--- src/rtl/picorv32_mem_arbiter_if.sv ---
// picorv32 native memory port: valid/ready handshake with address, write data,
// byte strobes and read data. The master drives the request; the slave answers.
interface picorv32_mem_arbiter_if;
    logic        valid;
    logic [31:0] addr;
    logic [31:0] wdata;
    logic [3:0]  wstrb;
    logic        ready;
    logic [31:0] rdata;

    modport master (output valid, addr, wdata, wstrb, input ready, rdata);
    modport slave  (input valid, addr, wdata, wstrb, output ready, rdata);
endinterface

--- src/rtl/picorv32_mem_arbiter.sv ---
// Two-master arbiter for one picorv32 native memory port. Port 0 is the core
// and port 1 is a loader/debug master. A watchdog aborts transactions the memory never acknowledges.
//
// state | meaning
// IDLE  | no owner, mem_valid=0, arbitrating any pending request
// BUSY  | owner latched in grant, mem_* registers hold its request
module picorv32_mem_arbiter #(
    parameter bit          ROUND_ROBIN = 1'b1,
    parameter int unsigned TIMEOUT     = 1024,
    parameter logic [31:0] ERR_RDATA   = 32'hDEAD_BEEF
) (
    input  logic                          clock,
    input  logic                          reset,
    picorv32_mem_arbiter_if.slave         m0,
    picorv32_mem_arbiter_if.slave         m1,
    picorv32_mem_arbiter_if.master        mem,
    output logic [1:0]                    grant,
    output logic                          timeout
);
    localparam int            CW      = (TIMEOUT > 1) ? $clog2(TIMEOUT) : 1;
    localparam bit            WD_EN   = (TIMEOUT != 0);
    localparam logic [CW-1:0] WD_LAST = CW'((TIMEOUT > 0) ? (TIMEOUT - 1) : 0);

    typedef enum logic {IDLE, BUSY} state_t;

    state_t        state;
    logic          last_win;
    logic [CW-1:0] wd_count;
    logic          req_any;
    logic          pick;
    logic          done_ok;
    logic          wd_fire;
    logic          finish;
    logic [31:0]   resp_data;

    always_comb begin
        req_any = m0.valid | m1.valid;
        pick    = 1'b0;
        if (m0.valid && m1.valid)
            pick = ROUND_ROBIN ? ~last_win : 1'b0;
        else
            pick = m1.valid;
    end

    // Completion responses are suppressed while reset is held so an abandoned
    // transaction never hands its owner a ready.
    assign done_ok   = (state == BUSY) && mem.ready && !reset;
    assign wd_fire   = WD_EN && (state == BUSY) && !mem.ready
                       && (wd_count == WD_LAST) && !reset;
    assign finish    = done_ok | wd_fire;
    assign resp_data = wd_fire ? ERR_RDATA : mem.rdata;

    assign m0.ready  = finish & grant[0];
    assign m1.ready  = finish & grant[1];
    assign m0.rdata  = m0.ready ? resp_data : 32'h0;
    assign m1.rdata  = m1.ready ? resp_data : 32'h0;
    assign timeout   = wd_fire;

    always_ff @(posedge clock) begin
        if (reset) begin
            state     <= IDLE;
            grant     <= 2'b00;
            mem.valid <= 1'b0;
            mem.addr  <= 32'h0;
            mem.wdata <= 32'h0;
            mem.wstrb <= 4'h0;
            last_win  <= 1'b1;
            wd_count  <= '0;
        end else begin
            case (state)
                IDLE: begin
                    if (req_any) begin
                        state     <= BUSY;
                        mem.valid <= 1'b1;
                        grant     <= pick ? 2'b10 : 2'b01;
                        mem.addr  <= pick ? m1.addr  : m0.addr;
                        mem.wdata <= pick ? m1.wdata : m0.wdata;
                        mem.wstrb <= pick ? m1.wstrb : m0.wstrb;
                        wd_count  <= '0;
                    end
                end
                BUSY: begin
                    if (finish) begin
                        state     <= IDLE;
                        mem.valid <= 1'b0;
                        grant     <= 2'b00;
                        last_win  <= grant[1];
                    end else if (WD_EN) begin
                        wd_count  <= wd_count + CW'(1);
                    end
                end
                default: begin
                    state     <= IDLE;
                    mem.valid <= 1'b0;
                    grant     <= 2'b00;
                end
            endcase
        end
    end
endmodule

--- src/flat_wrapper.sv ---
// flat-port wrapper written by rule: the top's interface ports become plain ports
module picorv32_mem_arbiter_flat 
#(
    parameter bit          ROUND_ROBIN = 1'b1,
    parameter int unsigned TIMEOUT     = 1024,
    parameter logic [31:0] ERR_RDATA   = 32'hDEAD_BEEF
)
  (clock, reset, grant, timeout, m0_valid, m0_addr, m0_wdata, m0_wstrb, m0_ready, m0_rdata, m1_valid, m1_addr, m1_wdata, m1_wstrb, m1_ready, m1_rdata, mem_valid, mem_addr, mem_wdata, mem_wstrb, mem_ready, mem_rdata);
  picorv32_mem_arbiter_if m0_i ();
  picorv32_mem_arbiter_if m1_i ();
  picorv32_mem_arbiter_if mem_i ();
  input  logic clock;
  input  logic reset;
  output logic [1:0] grant;
  output logic timeout;
  input wire logic [$bits(m0_i.valid)-1:0] m0_valid;
  input wire logic [$bits(m0_i.addr)-1:0] m0_addr;
  input wire logic [$bits(m0_i.wdata)-1:0] m0_wdata;
  input wire logic [$bits(m0_i.wstrb)-1:0] m0_wstrb;
  output wire logic [$bits(m0_i.ready)-1:0] m0_ready;
  output wire logic [$bits(m0_i.rdata)-1:0] m0_rdata;
  input wire logic [$bits(m1_i.valid)-1:0] m1_valid;
  input wire logic [$bits(m1_i.addr)-1:0] m1_addr;
  input wire logic [$bits(m1_i.wdata)-1:0] m1_wdata;
  input wire logic [$bits(m1_i.wstrb)-1:0] m1_wstrb;
  output wire logic [$bits(m1_i.ready)-1:0] m1_ready;
  output wire logic [$bits(m1_i.rdata)-1:0] m1_rdata;
  output wire logic [$bits(mem_i.valid)-1:0] mem_valid;
  output wire logic [$bits(mem_i.addr)-1:0] mem_addr;
  output wire logic [$bits(mem_i.wdata)-1:0] mem_wdata;
  output wire logic [$bits(mem_i.wstrb)-1:0] mem_wstrb;
  input wire logic [$bits(mem_i.ready)-1:0] mem_ready;
  input wire logic [$bits(mem_i.rdata)-1:0] mem_rdata;
  assign m0_i.valid = m0_valid;
  assign m0_i.addr = m0_addr;
  assign m0_i.wdata = m0_wdata;
  assign m0_i.wstrb = m0_wstrb;
  assign m0_ready = m0_i.ready;
  assign m0_rdata = m0_i.rdata;
  assign m1_i.valid = m1_valid;
  assign m1_i.addr = m1_addr;
  assign m1_i.wdata = m1_wdata;
  assign m1_i.wstrb = m1_wstrb;
  assign m1_ready = m1_i.ready;
  assign m1_rdata = m1_i.rdata;
  assign mem_valid = mem_i.valid;
  assign mem_addr = mem_i.addr;
  assign mem_wdata = mem_i.wdata;
  assign mem_wstrb = mem_i.wstrb;
  assign mem_i.ready = mem_ready;
  assign mem_i.rdata = mem_rdata;
  picorv32_mem_arbiter #(.ROUND_ROBIN(ROUND_ROBIN), .TIMEOUT(TIMEOUT), .ERR_RDATA(ERR_RDATA)) u_core (.clock(clock), .reset(reset), .m0(m0_i), .m1(m1_i), .mem(mem_i), .grant(grant), .timeout(timeout));
endmodule
--- config.mk ---
export PLATFORM = sky130hd
export DESIGN_NAME = picorv32_mem_arbiter_flat
export DESIGN_NICKNAME = d
export VERILOG_FILES = /design/src/rtl/picorv32_mem_arbiter_if.sv /design/src/rtl/picorv32_mem_arbiter.sv /design/src/flat_wrapper.sv
export SDC_FILE = /design/constraint.sdc
export NUM_CORES = 1
export LEC_CHECK = 0
export BUFFER_PORTS_ARGS = -buffer_cell sky130_fd_sc_hd__buf_2
export CAP_MARGIN = 20
export CORE_AREA = 2 2 120 122
export DETAILED_ROUTE_END_ITERATION = 12
export DIE_AREA = 0 0 122 124
export PLACE_DENSITY = 0.62
export SLEW_MARGIN = 0
export SYNTH_ARGS = -nofsm -noshare
export SYNTH_HDL_FRONTEND = slang
export SYNTH_SLANG_ARGS = --single-unit
--- constraint.sdc ---
create_clock -name clock -period 1.7 [get_ports clock]
set_input_delay 0.085 -clock clock [delete_from_list [all_inputs] [get_ports clock]]
set_output_delay 0.085 -clock clock [all_outputs]
set_load 0.005 [all_outputs]
==> impl_metrics.yaml <==
setup_path:
  critPathLaunchType: "flop"
  worstSetupPathType: "flop to primary output"
  arrival_ns: 2.03
  required_ns: 1.62
  end_kind: "primary output"
  cp_max_fo: 7
min_path:
  min_path_type: "input port to flop"
logic_synthesis:
  synth_common_cells: "134 x nor2_1, 83 x dfxtp_1, 68 x a222oi_1"
  async_flop_share_pct: 0
  synth_top_flop_cell: "dfxtp_1"
  synthMostInstantiatedCell: "nor2_1"
  yosys.area.top_type: "dfxtp_1"
  synth.distinct_cells: 43
  synth_fp_nets: 606
  ys_seq_elements: 83
  yosysWarningCount: 0
  seq_area_frac_synth_pct: 44.3
  syn_area_per_cell_um2: 8.69
  yosysTopAreaCellShare_pct: 44.3
  synth.cell_area_um2: 3750
  synth.area.top_cells: "dfxtp_1 44%, a222oi_1 18%, nor2_1 13%, clkbuf_1 3.4%, and3_1 3.0%"
  netlist_instances: 432
  synth_edf_count: 0
global_routing:
  grt_pass1_wl_um: 25700
  overflow: 0
  grt_start_max_net_pins: 45
  antenna_found_initial: 3
  grt_usage_pct: 21.8
  grt_pass1_vias: 5116
timing:
  fin_crit_sh_pct: 125
  timing.hold.ws_ns: 0.00865
  fin_ws_ns: -0.420
  rsz0062_at_grt: "true"
  min_period_ns: 2.12
  setup_viol: 52
  tightest_slew_ns: 0.674
  finalMaxSlewViolations: 0
  fmaxAchievable_mhz: 472
  timing.final.hold_violations: 0
  slew-limit-headroom_pct: 55.0
  fin_worst_skew_ns: 0.00954
layout:
  area_growth_pct: 88.2
  fin_util_pct: 51.5
  drive_gt1_share_pct: 50.8
  stdcell_count: 1021
  finalNetCount: 1008
  fill_cells: 1280
pwr:
  internal_power_mw: 3.80
  max-vdd-ir-drop_mv: 0.525
  p_comb_share_pct: 21.3
  sequentialPowerShare_pct: 41.8
  switching_power_mw: 1.38
  leakagePower_nw: 3.51
  power_frac_clock_pct: 36.9
  p_per_area_nw_per_um2: 735
  swShare_pct: 26.7
  total_power_mw: 5.19
detailed_routing:
  vias: 5343
  remaining_drc_errors: 0
  ant_nets: 0
  first_pass_iters: 9
  drtIter0Drc: 518
  totalWireLength_um: 17600
  viasPerCell: 5.23
  wire_per_inst_um: 17.3
outcome:
  status: "finished with violations"
  violations: "negative setup slack"
cts:
  cts_tree: "built"
  cts_sinks: 83
  h-tree-depth: 3
  cts_buffers: 9
  clk_latency_ns: 0.34
  clock-root-buffer: "clkbuf_16"
  clk_pin_slew_ns: 0.07
  cts_buffer_depth: 2
placed_design:
  placedCellCount: 914
  dp_slack_ns: -0.189
  port-buffer-count: 310
  dp_hpwl_um: 11200
  routabilityCongestion: 0.775
die:
  rows: 43
  die_w_um: 122
  start_util_pct: 27.4
  coreArea_um2: 13700
  ios: 311
  die_h_um: 124
  die_area_um2: 15100
run:
  maxCapViolCount: 0
power by group through the flow:
| stage | logic (mW) | clock network (mW) | registers (mW) |
|---|---|---|---|
| after floorplan | 0.405 | 0 | 2.20 |
| after global placement | 0.927 | 0 | 2.20 |
| after detailed placement | 0.931 | 0 | 2.19 |
| after CTS | 1.07 | 1.98 | 2.16 |
| after global routing | 1.20 | 2.06 | 2.18 |
| final | 1.11 | 1.92 | 2.17 |
routing by layer:
layer | routed length [um] | track usage, % | share of wire, % | vias to the layer above
li1 | - | - | - | 2461
met1 | 6200 | 21.3 | 35 | 2517
met2 | 9290 | 42.1 | 53 | 319
met3 | 1480 | 5.40 | 8.4 | 46
met4 | 680 | 11.7 | 3.9 | 0
met5 | 0 | 0 | 0 | -
final timing paths:
path	from	end	slack, ns	cells past startpoint
min	m0_wstrb[3]	u_core.mem.wstrb[3]	0.009	3
max	u_core.wd_count[6]	m1_rdata[3]	-0.42	7
max reg2reg	u_core.wd_count[1]	u_core.last_win	-0.17	9
min reg2reg	u_core.mem.valid	u_core.mem.valid	0.47	2
area by class of cell:
type | count | area (um2) | area share (%)
repair buffers | 429 | 2780 | 39.4
multi-input cells | 303 | 2050 | 29.0
flip-flops and latches | 83 | 1670 | 23.7
clock buffers | 11 | 233 | 3.30
well taps | 180 | 225 | 3.19
clock inverters | 4 | 52.6 | 0.744
inverters | 8 | 42.5 | 0.603
diodes | 3 | 7.51 | 0.106
placed cells by master, fill, tap and decap left out, types with 2 or more instances in the layout:
master	count
buf_2	309
nor2_1	122
dfxtp_1	76
dlygate4sd3_1	69
a222oi_1	68
buf_4	36
nor2_2	20
and3_1	17
buf_12	10
o21ai_4	9
clkbuf_16	9
o21ai_0	7
nand2_1	7
dfxtp_2	7
inv_1	6
nor3_1	5
a21oi_1	5
nand2b_1	4
buf_6	4
diode_2	3
nor2_4	3
a311oi_1	3
a41oi_1	3
nand3_1	3
clkinvlp_4	3
nand3b_1	2
a311oi_2	2
a31oi_1	2
clkbuf_1	2
flip-flops by register name, summed over array words and instances (netlist names):
register and cells:
u_core.state 1, u_core.grant 2, u_core.last_win 1, u_core.mem.addr 32
u_core.mem.valid 1, u_core.mem.wdata 32, u_core.wd_count 10, u_core.mem.wstrb 4
logic make-up (layout without fill, tap and decap cells):
logic type	count (synthesis)	after routing	synth area share, %
other cells	0	3	0
simple gates	193	193	23.3
buf+inv	52	452	6.64
flops	83	83	44.3
fa+ha+maj	1	1	0.333
compound gates	103	109	25.5
what timing repair did:
item | 4_1_cts | 5_1_grt
hold endpoints to repair | 44 | 0
cloned | 7 | 1
setup endpoints to repair | 54 | 73
setup buffers | 7 | 6
hold buffers | 69 | 0
pin swaps | 38 | 21
resized for setup | 28 | 15
critical path, cell delays in order (launching register included):
cell      delay, ns
dfxtp_2        0.35
nand4_4        0.11
or4_4          0.59
clkinv_8       0.11
buf_4          0.16
o21ai_4        0.11
nor2_1         0.14
buf_2          0.13
through the flow:
step	setup TNS (ns)	instance area, um2
global route	-22.39	7060
global placement	-1.68	5710
floorplan	0	3750
detailed placement	-2.37	5710
CTS	-20.63	6960
finish	-19.08	7060
Power figures use the tool's default switching activity.
